<file path="config.mk">
export PLATFORM = sky130hd
export DESIGN_NAME = mem_access_ctrl
export DESIGN_NICKNAME = d
export VERILOG_FILES = /design/src/rtl/mem_access_ctrl.sv
export SDC_FILE = /design/constraint.sdc
export NUM_CORES = 1
export LEC_CHECK = 0
export ABC_AREA = 1
export CORE_MARGIN = 3
export CORE_UTILIZATION = 42
export CTS_CLUSTER_SIZE = 10
export DETAILED_ROUTE_END_ITERATION = 8
export GPL_ROUTABILITY_DRIVEN = 0
export PLACE_DENSITY = 0.85
export SKIP_CTS_REPAIR_TIMING = 1
export SYNTH_ARGS = -nofsm -noshare
export SYNTH_HDL_FRONTEND = slang
export SYNTH_SLANG_ARGS = --single-unit
</file>
<file path="constraint.sdc">
create_clock -name clk -period 6.6 [get_ports clk]
set_input_delay 1.65 -clock clk [delete_from_list [all_inputs] [get_ports clk]]
set_output_delay 1.65 -clock clk [all_outputs]
set_load 0.02 [all_outputs]
</file>
<file path="src/rtl/mem_access_ctrl.sv">
// MEM-stage data-bus access controller: IDLE/ADDR/DATA/HOLD handshake FSM with flush discard.
// Optional ADDR_MAP_SEG_EN maps kseg0/kseg1 addresses to physical by clearing bits [31:29].
module mem_access_ctrl (
    input  logic        clk,
    input  logic        rst,
    input  logic [3:0]  mem_ren,
    input  logic [3:0]  mem_wen,
    input  logic [31:0] mem_addr,
    input  logic [31:0] mem_wdata,
    input  logic        addr_err,
    input  logic        flush,
    input  logic        pipe_stall,
    output logic        mem_stall,
    output logic [31:0] mem_rdata,
    output logic        data_req,
    output logic        data_wr,
    output logic [1:0]  data_size,
    output logic [31:0] data_addr,
    output logic [31:0] data_wdata,
    input  logic        data_addr_ok,
    input  logic        data_data_ok,
    input  logic [31:0] data_rdata
);

    typedef enum logic [1:0] {
        IDLE = 2'b00,
        ADDR = 2'b01,
        DATA = 2'b10,
        HOLD = 2'b11
    } state_t;

    state_t      state;
    logic        discard;
    logic [3:0]  en;
    logic [2:0]  en_count;
    logic [1:0]  size;
    logic [31:0] addr_mapped;
    logic        access_valid;

    // A combined read/write enable is a write, so its write mask sets the size.
    assign en       = (mem_wen != 4'b0000) ? mem_wen : mem_ren;
    assign en_count = 3'(en[0]) + 3'(en[1]) + 3'(en[2]) + 3'(en[3]);

    // NOTE: every output of an always_comb gets a default first so no latch is inferred.
    always_comb begin
        size = 2'b10;
        case (en_count)
            3'd1:    size = 2'b00;
            3'd2:    size = 2'b01;
            default: size = 2'b10;
        endcase
    end

`ifdef ADDR_MAP_SEG_EN
    always_comb begin
        addr_mapped = mem_addr;
        if (mem_addr[31:30] == 2'b10) begin
            addr_mapped[31:29] = 3'b000;
        end
    end
`else
    assign addr_mapped = mem_addr;
`endif

    assign access_valid = (state == IDLE) && ((mem_ren | mem_wen) != 4'b0000)
                          && !addr_err && !flush;

    // The IDLE term must be combinational so the stage stalls in the access cycle itself.
    assign mem_stall = access_valid || (state == ADDR) || (state == DATA);

    // NOTE: sequential state uses non-blocking assignments only, so all registers update together.
    always_ff @(posedge clk) begin
        if (rst) begin
            state      <= IDLE;
            discard    <= 1'b0;
            data_req   <= 1'b0;
            data_wr    <= 1'b0;
            data_size  <= 2'b00;
            data_addr  <= 32'h0;
            data_wdata <= 32'h0;
            mem_rdata  <= 32'h0;
        end else begin
            case (state)
                IDLE: begin
                    discard <= 1'b0;
                    if (access_valid) begin
                        state      <= ADDR;
                        data_req   <= 1'b1;
                        data_wr    <= |mem_wen;
                        data_size  <= size;
                        data_addr  <= addr_mapped;
                        data_wdata <= mem_wdata;
                    end
                end
                ADDR: begin
                    // The bus cannot complete in the acceptance cycle, so data_data_ok is ignored here.
                    if (flush) begin
                        discard <= 1'b1;
                    end
                    if (data_addr_ok) begin
                        state    <= DATA;
                        data_req <= 1'b0;
                    end
                end
                DATA: begin
                    if (data_data_ok) begin
                        if (discard || flush) begin
                            state   <= IDLE;
                            discard <= 1'b0;
                        end else begin
                            state <= HOLD;
                            if (!data_wr) begin
                                mem_rdata <= data_rdata;
                            end
                        end
                    end else if (flush) begin
                        discard <= 1'b1;
                    end
                end
                HOLD: begin
                    if (flush || !pipe_stall) begin
                        state <= IDLE;
                    end
                end
                default: state <= IDLE;
            endcase
        end
    end

endmodule

</file>
==> results of run 1 <==
per-layer routing:
layer / vias to the layer above / global-route usage [%]
met1: 1728 / 22.0
met3: 26 / 7.65
li1: 1990 / -
met5: - / 0
met2: 162 / 34.8
met4: 0 / 9.16
cell families (layout without fill, tap and decap cells):
group / after synthesis / after routing / share of synthesized area [%]
AND/OR/NAND/NOR: 168 / 168 / 17.5
flip-flops: 103 / 103 / 51.7
adder cells (fa/ha/maj): 8 / 8 / 2.70
buffers and inverters: 82 / 279 / 9.39
AO/OA/AOI/OAI: 144 / 144 / 18.7
path summary, 6_finish.rpt:
path / from / endpoint / slack [ns] / depth (start not counted)
max: flush / mem_stall / 1.78 / 5
min: mem_rdata[1] / mem_rdata[1] / 0.45 / 2
max reg2reg: state[1] / data_req / 4.03 / 8
min reg2reg: mem_rdata[1] / mem_rdata[1] / 0.45 / 2
cell type report:
type | count | share of cell area (%)
clock buffer | 9 | 1.97
clock inverter | 5 | 0.976
inverter | 52 | 3.15
multi-input combinational | 320 | 24.7
sequential | 103 | 32.8
tap | 126 | 2.51
timing repair buffer | 213 | 33.9
cells in the final DEF (no fill, tap or decap), drive strengths merged, types with 2 or more instances in the layout:
master         count
nand3              5
nand2             14
nand4              2
a31oi              2
dfxtp            103
inv               52
a21oi             37
clkbuf             9
ha                 7
nor2             144
buf                2
o21ai            102
clkdlybuf4s50    211
clkinvlp           3
power by group through the flow:
| stage | combinational, mW | sequential [mW] | clock [mW] |
|---|---|---|---|
| final | 0.651 | 0.772 | 0.380 |
| after global placement | 0.638 | 0.780 | 0 |
| after detailed placement | 0.654 | 0.785 | 0 |
| after global routing | 0.707 | 0.784 | 0.419 |
| after CTS | 0.656 | 0.772 | 0.390 |
| after floorplan | 0.243 | 0.897 | 0 |
registers in the layout, indices dropped and copies added (netlist names):
name        flops
state           2
data_size       2
data_addr      32
mem_rdata      32
discard         1
data_req        1
data_wr         1
data_wdata     32
critical path, delay by kind of cell:
| kind | cells | cell delay, ns |
|---|---|---|
| buffers and inverters | 2 | 1.10 |
| AND/OR/NAND/NOR | 2 | 0.33 |
| AO/OA/AOI/OAI | 1 | 0.08 |
through the flow:
stage	utilization (%)	hold WS, ns
detailed placement	67.9	0.438
global route	69.9	0.463
floorplan	-	0.444
CTS	69.9	0.451
global placement	67.9	0.431
finish	69.9	0.447
==> results.md, run 1 <==
- P_int: 1.20 mW
- Worst VDD drop: 158 uV
- CP Launch Type: primary input
- Cell with the largest stage delay on the worst path: clkdlybuf4s50_1
- Clock Latency Late Sink: 0.35 ns
- Worst path arrival time: 3.17 ns
- N_diodes: 0
- Share of total power in sequential cells: 42.8%
- DR WL/cell: 13.7 um
- Layout cells sized above 1: 4.70%
- Critical Path RT: 4.95 ns
- Initial antenna violation count: 0
- Clk buf depth: 2
- Max stage delay on crit path: 0.61 ns
- Clock sink count: 103
- PortBufs: 211
- Largest net degree at the start of global routing: 71
- Crit path kind: in -> out
- WL met1: 4420 um
- Fill cells: 738
- Sequential fraction of the synthesis area: 51.7%
- Final Cycle Share: 73.0%
- Count of nets after finishing: 818
- Logic pwr share: 36.1%
- Clock transition at path regs: 0.09 ns
- Fin cells: 828
- #FFs+latches synth: 103
- Via density: 4.72
- Setup TNS: 0 ns
- Slew HR: 31.4%
- Post-synth top area share: 51.7%
- First-pass DRT Iterations: 5
- Met2 wire len: 5310 um
- Mean area per synthesized cell: 7.89 um^2
- Final Setup Violations: 0
- Yosys top cell by area: dfxtp_1
- YS warnings: 0
- Met3 wire length: 1270 um
- Residual DRC: 0
- First-pass GRT wire length: 17000 um
- Die Area: 0.0107 mm^2
- Synthesis-to-finish area growth: 57.6%
- Die width: 103 um
- Gr ovfl total: 0
- Die Ht: 103 um
- Sw Ratio: 33.6%
- Area after DPL: 0.00609 mm^2
- Worst Skew: 0.00824 ns
- CTS Buf Count: 9
- CP cell instances: clkdlybuf4s50_1 > nor3b_2 > o21ai_4 > nand3_1 > clkdlybuf4s50_1
- Peak Freq: 208 MHz
- Crit-path max FO: 4
- Initial core utilization: 44.4%
- CTS Root Cell: clkbuf_8
- Lkg Pwr: 2.34 nW
- Number of synthesized flops with an enable pin: 0
- Pre-CTS WS: 1.78 ns
- Status: finished, final reports clean
- Number of H-tree levels: 3
- Ys async rst share: 0%
- Post-Place Cells: 814
- Netlist cell types: 29
- Hold Fails Final Rpt: 0
- I/O pin count: 212
- Commonest cells in the netlist: 134 x nor2_1, 103 x dfxtp_1, 100 x o21ai_0
- Detailed-route via count: 3906
- Synth Instances: 505
- Switching power of the nets: 0.605 mW
- Worst-Margin Slew: 1.03 ns
- Top area cells in the synthesized netlist: dfxtp_1 52%, nor2_1 13%, o21ai_0 13%
- Fin worst setup slack: 1.78 ns
- Clk pwr share: 21.1%
- Core Footprint: 0.00898 mm^2
- DR iter-0 viols: 108
- Worst Hold Class: reg -> reg
- Synth Net Count: 624
- # rows: 34
- Crit path top cell by count: clkdlybuf4s50_1
- Vias in the first global route: 3640
- Fin crit period: 4.82 ns
- Top Layer Used: met4
- GRT Util Overall: 20.2%
- Reg area: 0.00206 mm^2
- Synth Cell Area: 0.00399 mm^2
- Main synth FF type: dfxtp_1
- Top-count cell post-synth: nor2_1
- Max-slew violation count: 0
- Total detailed-routing wirelength: 11400 um
- Final instance area: 0.00628 mm^2
- RSZ-0062 raised after global routing: false
- Antenna Nets Post-Route: 0
- Placed wire-length estimate: 8320 um
- CTS tree: done
- Crit path capture type: primary output
- Total power: 1.80 mW
- Power Dens Cells: 287 mW/mm^2
- Multi-input gate area: 0.00155 mm^2
- Max_cap viols: 0
(Power assumes the default switching activity.)
==> run 2: changes to the inputs <==
CORE_UTILIZATION = 39   (was 42)
PLACE_DENSITY = 0.8   (was 0.85)
clock period = 4.55 ns   (was 6.6 ns; I/O delays follow)
==> run 2 against run 1 <==
  * Clock power grew 58%
  * Hold slack got worse by 0.00092 ns
  * Worst setup slack got worse by 1.0 ns
  * Final cell count rose by 1.2%
  * Sequential power grew 45%
  * Die area increased by 7.2%
  * Wire length about the same
==> results.md, run 2 (synthesized netlist as in run 1, its figures left out) <==
- Count of nets after finishing: 820 (was 818)
- Largest net degree at the start of global routing: 71 (unchanged)
- Layout cells sized above 1: 4.96% (was 4.70%)
- Max_cap viols: 0 (unchanged)
- Clock sink count: 103 (unchanged)
- Residual DRC: 0 (unchanged)
- Largest regs: data_addr x32, data_wdata x32, mem_rdata x32 (unchanged)
- CTS Buf Count: 9 (unchanged)
- Lkg Pwr: 2.37 nW (was 2.34 nW)
- Switching power of the nets: 0.867 mW (was 0.605 mW)
- Die Area: 0.0115 mm^2 (was 0.0107 mm^2)
- Vias in the first global route: 3842 (was 3640)
- Placed wire-length estimate: 8400 um (was 8320 um)
- Clk pwr share: 22.5% (was 21.1%)
- Fill cells: 830 (was 738)
- Clock Latency Late Sink: 0.35 ns (about the same)
- Initial antenna violation count: 1 (was 0)
- Sw Ratio: 32.6% (was 33.6%)
- Status: finished, final reports clean (unchanged)
- Commonest non-fill, non-tap cell in the layout: clkdlybuf4s50_1 (unchanged)
- I/O pin count: 212 (unchanged)
- First-pass GRT wire length: 18000 um (was 17000 um)
- Final Cycle Share: 82.8%
- Peak Freq: 265 MHz
- Antenna Nets Post-Route: 0 (unchanged)
- PortBufs: 211 (unchanged)
- N_diodes: 0 (unchanged)
- Total power: 2.66 mW (was 1.80 mW)
- Slew HR: 45.9% (was 31.4%)
- DR WL/cell: 13.6 um (was 13.7 um)
- Worst path arrival time: 2.63 ns (was 3.17 ns)
- Fin crit period: 3.77 ns
- RSZ-0062 raised after global routing: false (unchanged)
- Critical Path RT: 3.41 ns (was 4.95 ns)
- CTS Root Cell: clkbuf_8 (unchanged)
- Worst-Margin Slew: 0.810 ns (was 1.03 ns)
- CTS tree: done (unchanged)
- Max stage delay on crit path: 0.55 ns (was 0.61 ns)
- # rows: 36 (was 34)
- Number of H-tree levels: 3 (unchanged)
- Max-slew violation count: 0 (unchanged)
- Worst Hold Class: reg -> reg (unchanged)
- Most frequent cells in the layout: 211 x clkdlybuf4s50_1, 134 x nor2_1, 103 x dfxtp_1, 100 x o21ai_0, 50 x inv_1 (unchanged)
- GRT Util Overall: 19.4% (was 20.2%)
- Crit path kind: in -> out (unchanged)
- Total detailed-routing wirelength: 11400 um (about the same)
- Clock transition at path regs: 0.08 ns (was 0.09 ns)
- Cell with the largest stage delay on the worst path: clkdlybuf4s50_1 (unchanged)
- P_int: 1.80 mW (was 1.20 mW)
- First-pass DRT Iterations: 6 (was 5)
- Reg area: 0.00206 mm^2 (unchanged)
- Crit path top cell by count: clkdlybuf4s50_1 (unchanged)
- Via density: 4.72 (about the same)
- Initial core utilization: 40.4% (was 44.4%)
- Logic pwr share: 35.4% (was 36.1%)
- CP Launch Type: primary input (unchanged)
- CP cell instances: clkdlybuf4s50_1 > nor2_1 > nand2_1 > o21ai_4 > nand3_1 > clkdlybuf4s50_1 (was clkdlybuf4s50_1 > nor3b_2 > o21ai_4 > nand3_1 > clkdlybuf4s50_1)
- Power Dens Cells: 421 mW/mm^2 (was 287 mW/mm^2)
- Detailed-route via count: 3957 (was 3906)
- Die Ht: 107 um (was 103 um)
- Worst Skew: 0.00693 ns (was 0.00824 ns)
- Worst VDD drop: 223 uV (was 158 uV)
- Hold Fails Final Rpt: 0 (unchanged)
- Core Footprint: 0.00986 mm^2 (was 0.00898 mm^2)
- Die width: 107 um (was 103 um)
- Final Setup Violations: 0 (unchanged)
- DR iter-0 viols: 244 (was 108)
- Crit-path max FO: 3 (was 4)
- Synthesis-to-finish area growth: 58.7% (was 57.6%)
- Setup TNS: 0 ns (unchanged)
- Crit path capture type: primary output (unchanged)
- Clk buf depth: 2 (unchanged)
- Multi-input gate area: 0.00155 mm^2 (unchanged)
- WHS: 0.446 ns (was 0.447 ns)
- Share of total power in sequential cells: 42.1% (was 42.8%)
- Gr ovfl total: 0 (unchanged)
run 2: per-stage QoR:
stage | area [um^2] | std cells | setup slack (ns) | utilization (%)
finish | 6330 | 838 | 0.781 | 64.1
global route | 6330 | 838 | 0.686 | 64.1
CTS | 6330 | 838 | 0.766 | 64.1
detailed placement | 6120 | 823 | 0.768 | 62.0
global placement | 6120 | 823 | 0.786 | 62.0
floorplan | 3990 | 505 | 1.46 | -
run 2: cell type report:
class | count | share of cell area (%)
Inverter | 52 | 3.13
Tap cell | 133 | 2.63
Multi-Input combinational cell | 320 | 24.5
Sequential cell | 103 | 32.6
Timing Repair Buffer | 215 | 33.9
Clock buffer | 10 | 2.02
Clock inverter | 5 | 1.29
run 2: final timing paths:
kind / start / end / slack (ns) / cells past startpoint
worst max register to register: state[1] / data_req / 2.04 / 8
worst max-delay path: mem_wen[1] / mem_stall / 0.78 / 6
worst min-delay path: mem_rdata[25] / mem_rdata[25] / 0.45 / 2
worst min register to register: mem_rdata[25] / mem_rdata[25] / 0.45 / 2
run 2: power by group through the flow:
stage | Sequential [mW] | Combinational, mW | Clock (mW)
detailed placement | 1.14 | 0.946 | 0
global placement | 1.13 | 0.926 | 0
CTS | 1.12 | 0.950 | 0.625
finish | 1.12 | 0.943 | 0.600
global route | 1.14 | 1.03 | 0.652
floorplan | 1.30 | 0.352 | 0
run 2: worst max-delay path, delay by kind of cell:
family	cells	cell delay, ns
AND/OR/NAND/NOR	3	0.32
buffers and inverters	2	1.01
AO/OA/AOI/OAI	1	0.16
run 2: metal layers:
metal  share of wire [%]  track usage (%)  vias to the layer above
li1                    -                -                     1998
met1                  41             21.9                     1785
met2                  49             34.3                      157
met3                 9.4             6.68                       15
met4                 1.2             5.75                        2
met5               0.097                0                        -
